[config.mk]
export PLATFORM = sky130hd
export DESIGN_NAME = csa_tree_pipe_flat
export DESIGN_NICKNAME = d
export VERILOG_FILES = /design/src/rtl/csa_tree_pipe_if.sv /design/src/rtl/csa_tree_pipe.sv /design/src/flat_wrapper.sv
export SDC_FILE = /design/constraint.sdc
export NUM_CORES = 2
export LEC_CHECK = 0
export BUFFER_PORTS_ARGS = -buffer_cell sky130_fd_sc_hd__buf_2
export CAP_MARGIN = 40
export CORE_MARGIN = 1
export CORE_UTILIZATION = 60
export DETAILED_ROUTE_END_ITERATION = 8
export PLACE_DENSITY_LB_ADDON = 0.12
export SLEW_MARGIN = 5
export SYNTH_ARGS = -nofsm -noshare
export SYNTH_HDL_FRONTEND = slang
export SYNTH_SLANG_ARGS = --single-unit
[constraint.sdc]
create_clock -name clk -period 66.2 [get_ports clk]
set_input_delay 13.24 -clock clk [delete_from_list [all_inputs] [get_ports clk]]
set_output_delay 13.24 -clock clk [all_outputs]
set_load 0.005 [all_outputs]
[src/rtl/csa_tree_pipe_if.sv]
// Stream bundle for the CSA adder tree: one operand beat in, one accumulated result out.
// The master side drives beats and accepts results; the slave side is the tree itself.
interface csa_tree_pipe_if #(
  parameter int NUM_IN   = 25,
  parameter int DATA_BIT = 16,
  parameter int OUT_BIT  = 24
);
  logic                         in_valid;
  logic                         in_ready;
  logic [NUM_IN*DATA_BIT-1:0]   in_data;
  logic                         in_first;
  logic                         in_last;
  logic                         out_valid;
  logic                         out_ready;
  logic [OUT_BIT-1:0]           out_data;

  modport master (
    output in_valid, in_data, in_first, in_last, out_ready,
    input  in_ready, out_valid, out_data
  );

  modport slave (
    input  in_valid, in_data, in_first, in_last, out_ready,
    output in_ready, out_valid, out_data
  );
endinterface

[src/rtl/csa_tree_pipe.sv]
// Pipelined carry-save adder tree with a final carry-propagate adder and a
// multi-beat accumulator. Each 3:2 level is registered; leftover operands ride
// along registered. The whole pipe stalls as one unit when a result is held.
module csa_tree_pipe #(
  parameter int NUM_IN   = 25,
  parameter int DATA_BIT = 16,
  parameter int OUT_BIT  = 24,
  parameter bit SIGNED   = 1'b0
) (
  input  logic             clk,
  input  logic             reset,
  csa_tree_pipe_if.slave   bus
);

  // Operand count after one 3:2 level.
  function automatic int next_count(input int n);
    return 2 * (n / 3) + (n % 3);
  endfunction

  // Operand count present at the output of level lvl (level 0 = input register).
  function automatic int count_at(input int lvl);
    int n;
    n = NUM_IN;
    for (int i = 0; i < lvl; i++) n = next_count(n);
    return n;
  endfunction

  // Number of 3:2 levels needed to reach two operands.
  function automatic int num_levels();
    int n;
    int l;
    n = NUM_IN;
    l = 0;
    while (n > 2) begin
      n = next_count(n);
      l++;
    end
    return l;
  endfunction

  localparam int LEVELS = num_levels();

  // Data per stage; only the first count_at(stage) entries of a row are live.
  logic [OUT_BIT-1:0] lvl_data [0:LEVELS][0:NUM_IN-1];
  logic [LEVELS:0]    valid_reg;
  logic [LEVELS:0]    first_reg;
  logic [LEVELS:0]    last_reg;

  logic               en;
  logic [OUT_BIT-1:0] acc_reg;
  logic [OUT_BIT-1:0] res_data_reg;
  logic               res_valid_reg;
  logic [OUT_BIT-1:0] cpa_sum;
  logic [OUT_BIT-1:0] acc_next;

  // A held, unaccepted result freezes every stage at once.
  assign en           = !res_valid_reg || bus.out_ready;
  assign bus.in_ready = en;
  assign bus.out_valid = res_valid_reg;
  assign bus.out_data  = res_data_reg;

  // Beat control flags travel alongside the data; flags only load on acceptance.
  always_ff @(posedge clk or posedge reset) begin
    if (reset) begin
      valid_reg <= '0;
      first_reg <= '0;
      last_reg  <= '0;
    end else if (en) begin
      valid_reg[0] <= bus.in_valid;
      if (bus.in_valid) begin
        first_reg[0] <= bus.in_first;
        last_reg[0]  <= bus.in_last;
      end
      for (int i = 1; i <= LEVELS; i++) begin
        valid_reg[i] <= valid_reg[i-1];
        first_reg[i] <= first_reg[i-1];
        last_reg[i]  <= last_reg[i-1];
      end
    end
  end

  genvar gl, gi;
  generate
    for (gl = 0; gl <= LEVELS; gl++) begin : g_lvl
      localparam int CNT = count_at(gl);
      if (gl == 0) begin : g_in
        for (gi = 0; gi < CNT; gi++) begin : g_op
          logic [DATA_BIT-1:0] raw;
          logic [OUT_BIT-1:0]  ext;
          assign raw = bus.in_data[gi*DATA_BIT +: DATA_BIT];
          if (SIGNED) begin : g_sext
            assign ext = OUT_BIT'($signed(raw));
          end else begin : g_zext
            assign ext = OUT_BIT'(raw);
          end
          // Capture the widened operand when the beat is accepted.
          always_ff @(posedge clk or posedge reset) begin
            if (reset)                    lvl_data[gl][gi] <= '0;
            else if (en && bus.in_valid)  lvl_data[gl][gi] <= ext;
          end
        end
      end else begin : g_csa
        localparam int PREV = count_at(gl - 1);
        localparam int GRP  = PREV / 3;
        for (gi = 0; gi < CNT; gi++) begin : g_op
          logic [OUT_BIT-1:0] nxt;
          if (gi < 2 * GRP) begin : g_fa
            // Even slot is the group's sum word, odd slot its shifted carry word.
            logic [OUT_BIT-1:0] a, b, c;
            assign a = lvl_data[gl-1][3*(gi/2)];
            assign b = lvl_data[gl-1][3*(gi/2)+1];
            assign c = lvl_data[gl-1][3*(gi/2)+2];
            if (gi % 2 == 0) begin : g_sum
              assign nxt = a ^ b ^ c;
            end else begin : g_carry
              assign nxt = ((a & b) | (a & c) | (b & c)) << 1;
            end
          end else begin : g_pass
            assign nxt = lvl_data[gl-1][3*GRP + (gi - 2*GRP)];
          end
          // Register this level's word.
          always_ff @(posedge clk or posedge reset) begin
            if (reset)   lvl_data[gl][gi] <= '0;
            else if (en) lvl_data[gl][gi] <= nxt;
          end
        end
      end
    end
  endgenerate

  assign cpa_sum  = lvl_data[LEVELS][0] + lvl_data[LEVELS][1];
  assign acc_next = first_reg[LEVELS] ? cpa_sum : acc_reg + cpa_sum;

  // Accumulate each valid beat; a last beat publishes the running total.
  always_ff @(posedge clk or posedge reset) begin
    if (reset) begin
      acc_reg       <= '0;
      res_data_reg  <= '0;
      res_valid_reg <= 1'b0;
    end else if (en) begin
      if (valid_reg[LEVELS]) acc_reg <= acc_next;
      res_valid_reg <= valid_reg[LEVELS] && last_reg[LEVELS];
      if (valid_reg[LEVELS] && last_reg[LEVELS]) res_data_reg <= acc_next;
    end
  end

endmodule
[src/flat_wrapper.sv]
// flat-port wrapper written by rule: the top's interface ports become plain ports
module csa_tree_pipe_flat 
#(
  parameter int NUM_IN   = 25,
  parameter int DATA_BIT = 16,
  parameter int OUT_BIT  = 24,
  parameter bit SIGNED   = 1'b0
)
  (clk, reset, bus_in_valid, bus_in_data, bus_in_first, bus_in_last, bus_out_ready, bus_in_ready, bus_out_valid, bus_out_data);
  csa_tree_pipe_if #(.NUM_IN(NUM_IN), .DATA_BIT(DATA_BIT), .OUT_BIT(OUT_BIT)) bus_i ();
  input  logic clk;
  input  logic reset;
  input wire logic [$bits(bus_i.in_valid)-1:0] bus_in_valid;
  input wire logic [$bits(bus_i.in_data)-1:0] bus_in_data;
  input wire logic [$bits(bus_i.in_first)-1:0] bus_in_first;
  input wire logic [$bits(bus_i.in_last)-1:0] bus_in_last;
  input wire logic [$bits(bus_i.out_ready)-1:0] bus_out_ready;
  output wire logic [$bits(bus_i.in_ready)-1:0] bus_in_ready;
  output wire logic [$bits(bus_i.out_valid)-1:0] bus_out_valid;
  output wire logic [$bits(bus_i.out_data)-1:0] bus_out_data;
  assign bus_i.in_valid = bus_in_valid;
  assign bus_i.in_data = bus_in_data;
  assign bus_i.in_first = bus_in_first;
  assign bus_i.in_last = bus_in_last;
  assign bus_i.out_ready = bus_out_ready;
  assign bus_in_ready = bus_i.in_ready;
  assign bus_out_valid = bus_i.out_valid;
  assign bus_out_data = bus_i.out_data;
  csa_tree_pipe #(.NUM_IN(NUM_IN), .DATA_BIT(DATA_BIT), .OUT_BIT(OUT_BIT), .SIGNED(SIGNED)) u_core (.clk(clk), .reset(reset), .bus(bus_i));
endmodule
# Word-level counts from Yosys, hierarchy flattened

Cells that the tools add are included.

Logic and storage cells: 256
Register bits after elaboration: 1679
Input port bits: 406
Output and inout port bits: 26

Muxes and demuxes: 1
Reduce and logical (&&, ||, !) cells: 7
Add/sub/neg operators: 2
Bitwise logic cells: 161

Operators with widths:

| operator            | number |
|---|---|
| $or A23 B23 Y23     | 46 |
| $and A23 B23 Y23    | 43 |
| $xor A24 B24 Y24    | 29 |
| $and A16 B16 Y16    | 24 |
| $xor A24 B16 Y24    | 9 |
| $xor A16 B16 Y16    | 8 |
| $add A24 B24 Y24    | 2 |
| $and A23 B16 Y23    | 2 |
| $mux W24            | 1 |
| $reduce_and A2 Y1   | 3 |
| $logic_and A1 B1 Y1 | 2 |
| $logic_not A1 Y1    | 1 |
| $logic_or A1 B1 Y1  | 1 |

# Depth between registers and ports, before layout

Depth after elaboration: 3
Mapped depth: 18
Gate-level depth less buffers: 17

# Worst setup path after synthesis

No wires, ideal clock.

Path type: input to output
Start: input bus_out_ready
End: output bus_in_ready
Buffers on the path: 3
Stages on the path: 5
Data arrival time: 14.146 ns
Required time: 52.960 ns
Setup slack: 38.814 ns
Cells stage by stage: nor2b_1 -> inv_1 -> clkbuf_1 -> clkbuf_1 -> buf_1

Longest elaborated chain between the ends: 1

Ends and longest elaborated chain:

| item               | RTL line            | source |
|---|---|---|
| start, declared    | flat_wrapper.sv:17  | `input wire logic [$bits(bus_i.out_ready)-1:0] bus_out_ready;` |
| $logic_or A1 B1 Y1 | csa_tree_pipe.sv:57 | `assign en = !res_valid_reg \|\| bus.out_ready;` |
| end, declared      | flat_wrapper.sv:18  | `output wire logic [$bits(bus_i.in_ready)-1:0] bus_in_ready;` |

No other way between the ends.

# Final worst setup path

Ends and elaborated chain as after synthesis.

==> impl_metrics.tcl <==
set metrics [dict create \
    status "completed" \
    synth_top_flop_cell "dfrtp_1" \
    dp.cells 7007 \
    tns_ns 0 \
    layout_common_cells "nand2_1 (2,753), dfrtp_1 (1,346), buf_2 (431)" \
    pwr-share-comb_pct 39.4 \
    cts_buffer_depth 3 \
    synth_top_family_by_area "simple AND/OR/NAND/NOR gates" \
    synth_xor_area_share_pct 0.368 \
    cts_num_sinks 1346 \
    grt_first_pass_wirelength_um 206000 \
    final_area_um2 67700 \
    synth_edf_count 0 \
    dieArea_um2 101000 \
    timing.hold.ws_ns 0.465 \
    multiInputGateArea_um2 24800 \
    syn-cell-area_um2 59600 \
    drcViolationCount 0 \
    post-route-util_pct 68.8 \
    final_common_cell "nand2_1" \
    end_kind "output pin" \
    viasPerCell 5.25 \
    period_needed_ns 27.65 \
    yosys_warnings 0 \
    synth_compound_area_share_pct 1.86 \
    critical_path_arrival_ns 14.41 \
    area_growth_pct 13.7 \
    clk_latency_ns 0.75 \
    drtIter0Drc 2836 \
    postCtsHoldBufs 0 \
    cts_setup_buffers 0 \
    die_w_um 317 \
    syn_avg_cell_area_um2 10.8 \
    yosys.area.top_type_share_pct 56.6 \
    grt_pass1_vias 39000 \
    fin_ws_ns 38.55 \
    gr-usage-all-layers_pct 26.5 \
    timing.slew.headroom_pct 17.3 \
    synth_fa_ha_area_share_pct 13.5 \
    die_y_um 317 \
    finalNonFillerCells 7250 \
    max-cap-violations 0 \
    rows 115 \
    path_class "primary input to output pin" \
    finalPower_mw 3.72 \
    p_int_mw 2.26 \
    p_seq_share_pct 39.9 \
    cts_buffers 141 \
    p_sw_share_pct 39.2 \
    async_reset_ff_share_pct 100 \
    grt_overflow_total 0 \
    required_ns 52.96 \
    yosys_register_bits 1346 \
    root_buffer "clkbuf_16" \
    pre_cts_slack_ns 38.57 \
    via_count 38100 \
    ant_nets 0 \
    hold_path_class "flop to flop" \
    rsz0062_at_grt "false" \
    maxSlewViolCount 0 \
    place_congestion 0.842 \
    fillers 7492 \
    cts_htree_levels 4 \
    synthMuxAreaShare_pct 7.76 \
    worstMarginPinSlew_ns 1.24 \
    hold_viol 0 \
    yosysSeqAreaShare_pct 56.6 \
    drtPass1Iterations 7 \
    final_nets 6691 \
    start_util_pct 60.5 \
    path_max_fanout 84 \
    synthSimpleGateAreaFrac_pct 18.2 \
    antenna_found_initial 4 \
    synth_area_leader_cell "dfrtp_1" \
    finClkSkew_ns 0.0260 \
    core_um2 98400 \
    dp_hpwl_um 91100 \
    netlist_top_cells_area "dfrtp_1 (57%), nand2_1 (17%), fa_1 (12%), mux2_2 (7.6%), clkbuf_1 (1.4%)" \
    clk_pin_slew_ns 0.05 \
    route.final.wire_length_um 129000 \
    io_buffers 431 \
    synth_nets 6323 \
    synth_cell_types 63 \
    pin_count 432 \
    leakagePower_nw 33.8 \
    drive_gt1_share_pct 18.7 \
    p_switching_mw 1.46 \
    fin_crit_sh_pct 41.8 \
    max_freq_mhz 36.2 \
    crit_path_start_kind "primary input" \
    place_area_um2 63200 \
    cts_resized 0 \
    wire_per_inst_um 17.8 \
    synth_cells 5495 \
    cts_tree "yes" \
    vdd_drop_max_mv 0.0365 \
    clockPowerShare_pct 20.7 \
    regArea_um2 33700 \
    grt_start_max_net_pins 240 \
    p_per_area_nw_per_um2 54.9 \
    report.final.setup_viol 0 \
]
per-layer routing:
metal	share of wire [%]	vias up	global-route usage [%]	wire, um
li1	-	18000	-	-
met1	44	19100	37.6	56500
met2	49	716	42.4	63300
met3	4.3	200	4.08	5540
met4	2.7	4	8.65	3490
met5	0.021	-	0	27
power by group through the flow:
| stage | clock network (mW) | registers [mW] | logic (mW) |
|---|---|---|---|
| floorplan | 0 | 1.42 | 1.03 |
| global placement | 0 | 1.49 | 1.42 |
| detailed placement | 0 | 1.50 | 1.47 |
| CTS | 0.786 | 1.49 | 1.48 |
| global route | 0.819 | 1.53 | 1.67 |
| finish | 0.771 | 1.48 | 1.46 |
cell type report:
class                           instances  area share [%]
Antenna cell                            2         0.00739
Clock buffer                          209            6.11
Clock inverter                         32           0.554
Inverter                               17           0.116
Multi-Input combinational cell       3871            36.6
Sequential cell                      1346            49.7
Tap cell                             1287            2.38
Timing Repair Buffer                  486            4.48
synthesized netlist by cell type (10+ instances only):
| cell type | number |
|---|---|
| o21ai_0 | 43 |
| clkbuf_1 | 227 |
| ha_1 | 58 |
| dfrtp_1 | 1346 |
| fa_1 | 364 |
| xnor2_1 | 14 |
| o21ai_1 | 18 |
| nand3_1 | 10 |
| xor2_1 | 11 |
| a21oi_1 | 34 |
| inv_1 | 17 |
| nand2_1 | 2754 |
| mux2_2 | 402 |
| a21o_1 | 13 |
| nor2_1 | 35 |
| buf_2 | 24 |
kinds of logic (layout without fill, tap and decap cells):
family | after synthesis | count (layout)
adder cells (fa/ha/maj) | 422 | 422
other | 0 | 2
multiplexers | 411 | 411
flip-flops | 1346 | 1346
buffers and inverters | 278 | 744
AO/OA/AOI/OAI | 167 | 167
AND/OR/NAND/NOR | 2846 | 2846
XOR/XNOR | 25 | 25
worst max-delay path: stages:
cell     delay (ns)
buf_2          0.11
nor2b_4        0.10
buf_4          0.19
buf_16         0.31
inv_8          0.20
buf_2          0.19
path summary, 6_finish.rpt:
| path | slack (ns) | depth (start not counted) | to | from |
|---|---|---|---|---|
| worst min register to register | 0.47 | 2 | u_core.g_lvl[5].g_csa.g_op[2].g_fa.a[18] | u_core.g_lvl[5].g_csa.g_op[2].g_fa.a[18] |
| worst max-delay path | 38.55 | 6 | bus_in_ready | bus_out_ready |
| worst min-delay path | 0.47 | 2 | u_core.g_lvl[5].g_csa.g_op[2].g_fa.a[18] | u_core.g_lvl[5].g_csa.g_op[2].g_fa.a[18] |
| max in group asynchronous | 50.65 | 8 | u_core.g_lvl[1].g_csa.g_op[8].g_fa.a[13] | reset |
| min in group asynchronous | 12.53 | 2 | u_core.g_lvl[1].g_csa.g_op[16].nxt[0] | reset |
| worst max register to register | 61.08 | 11 | u_core.g_lvl[2].g_csa.g_op[0].g_fa.b[15] | u_core.bus.out_valid |
Note: power is estimated with default switching activity, not from simulation.
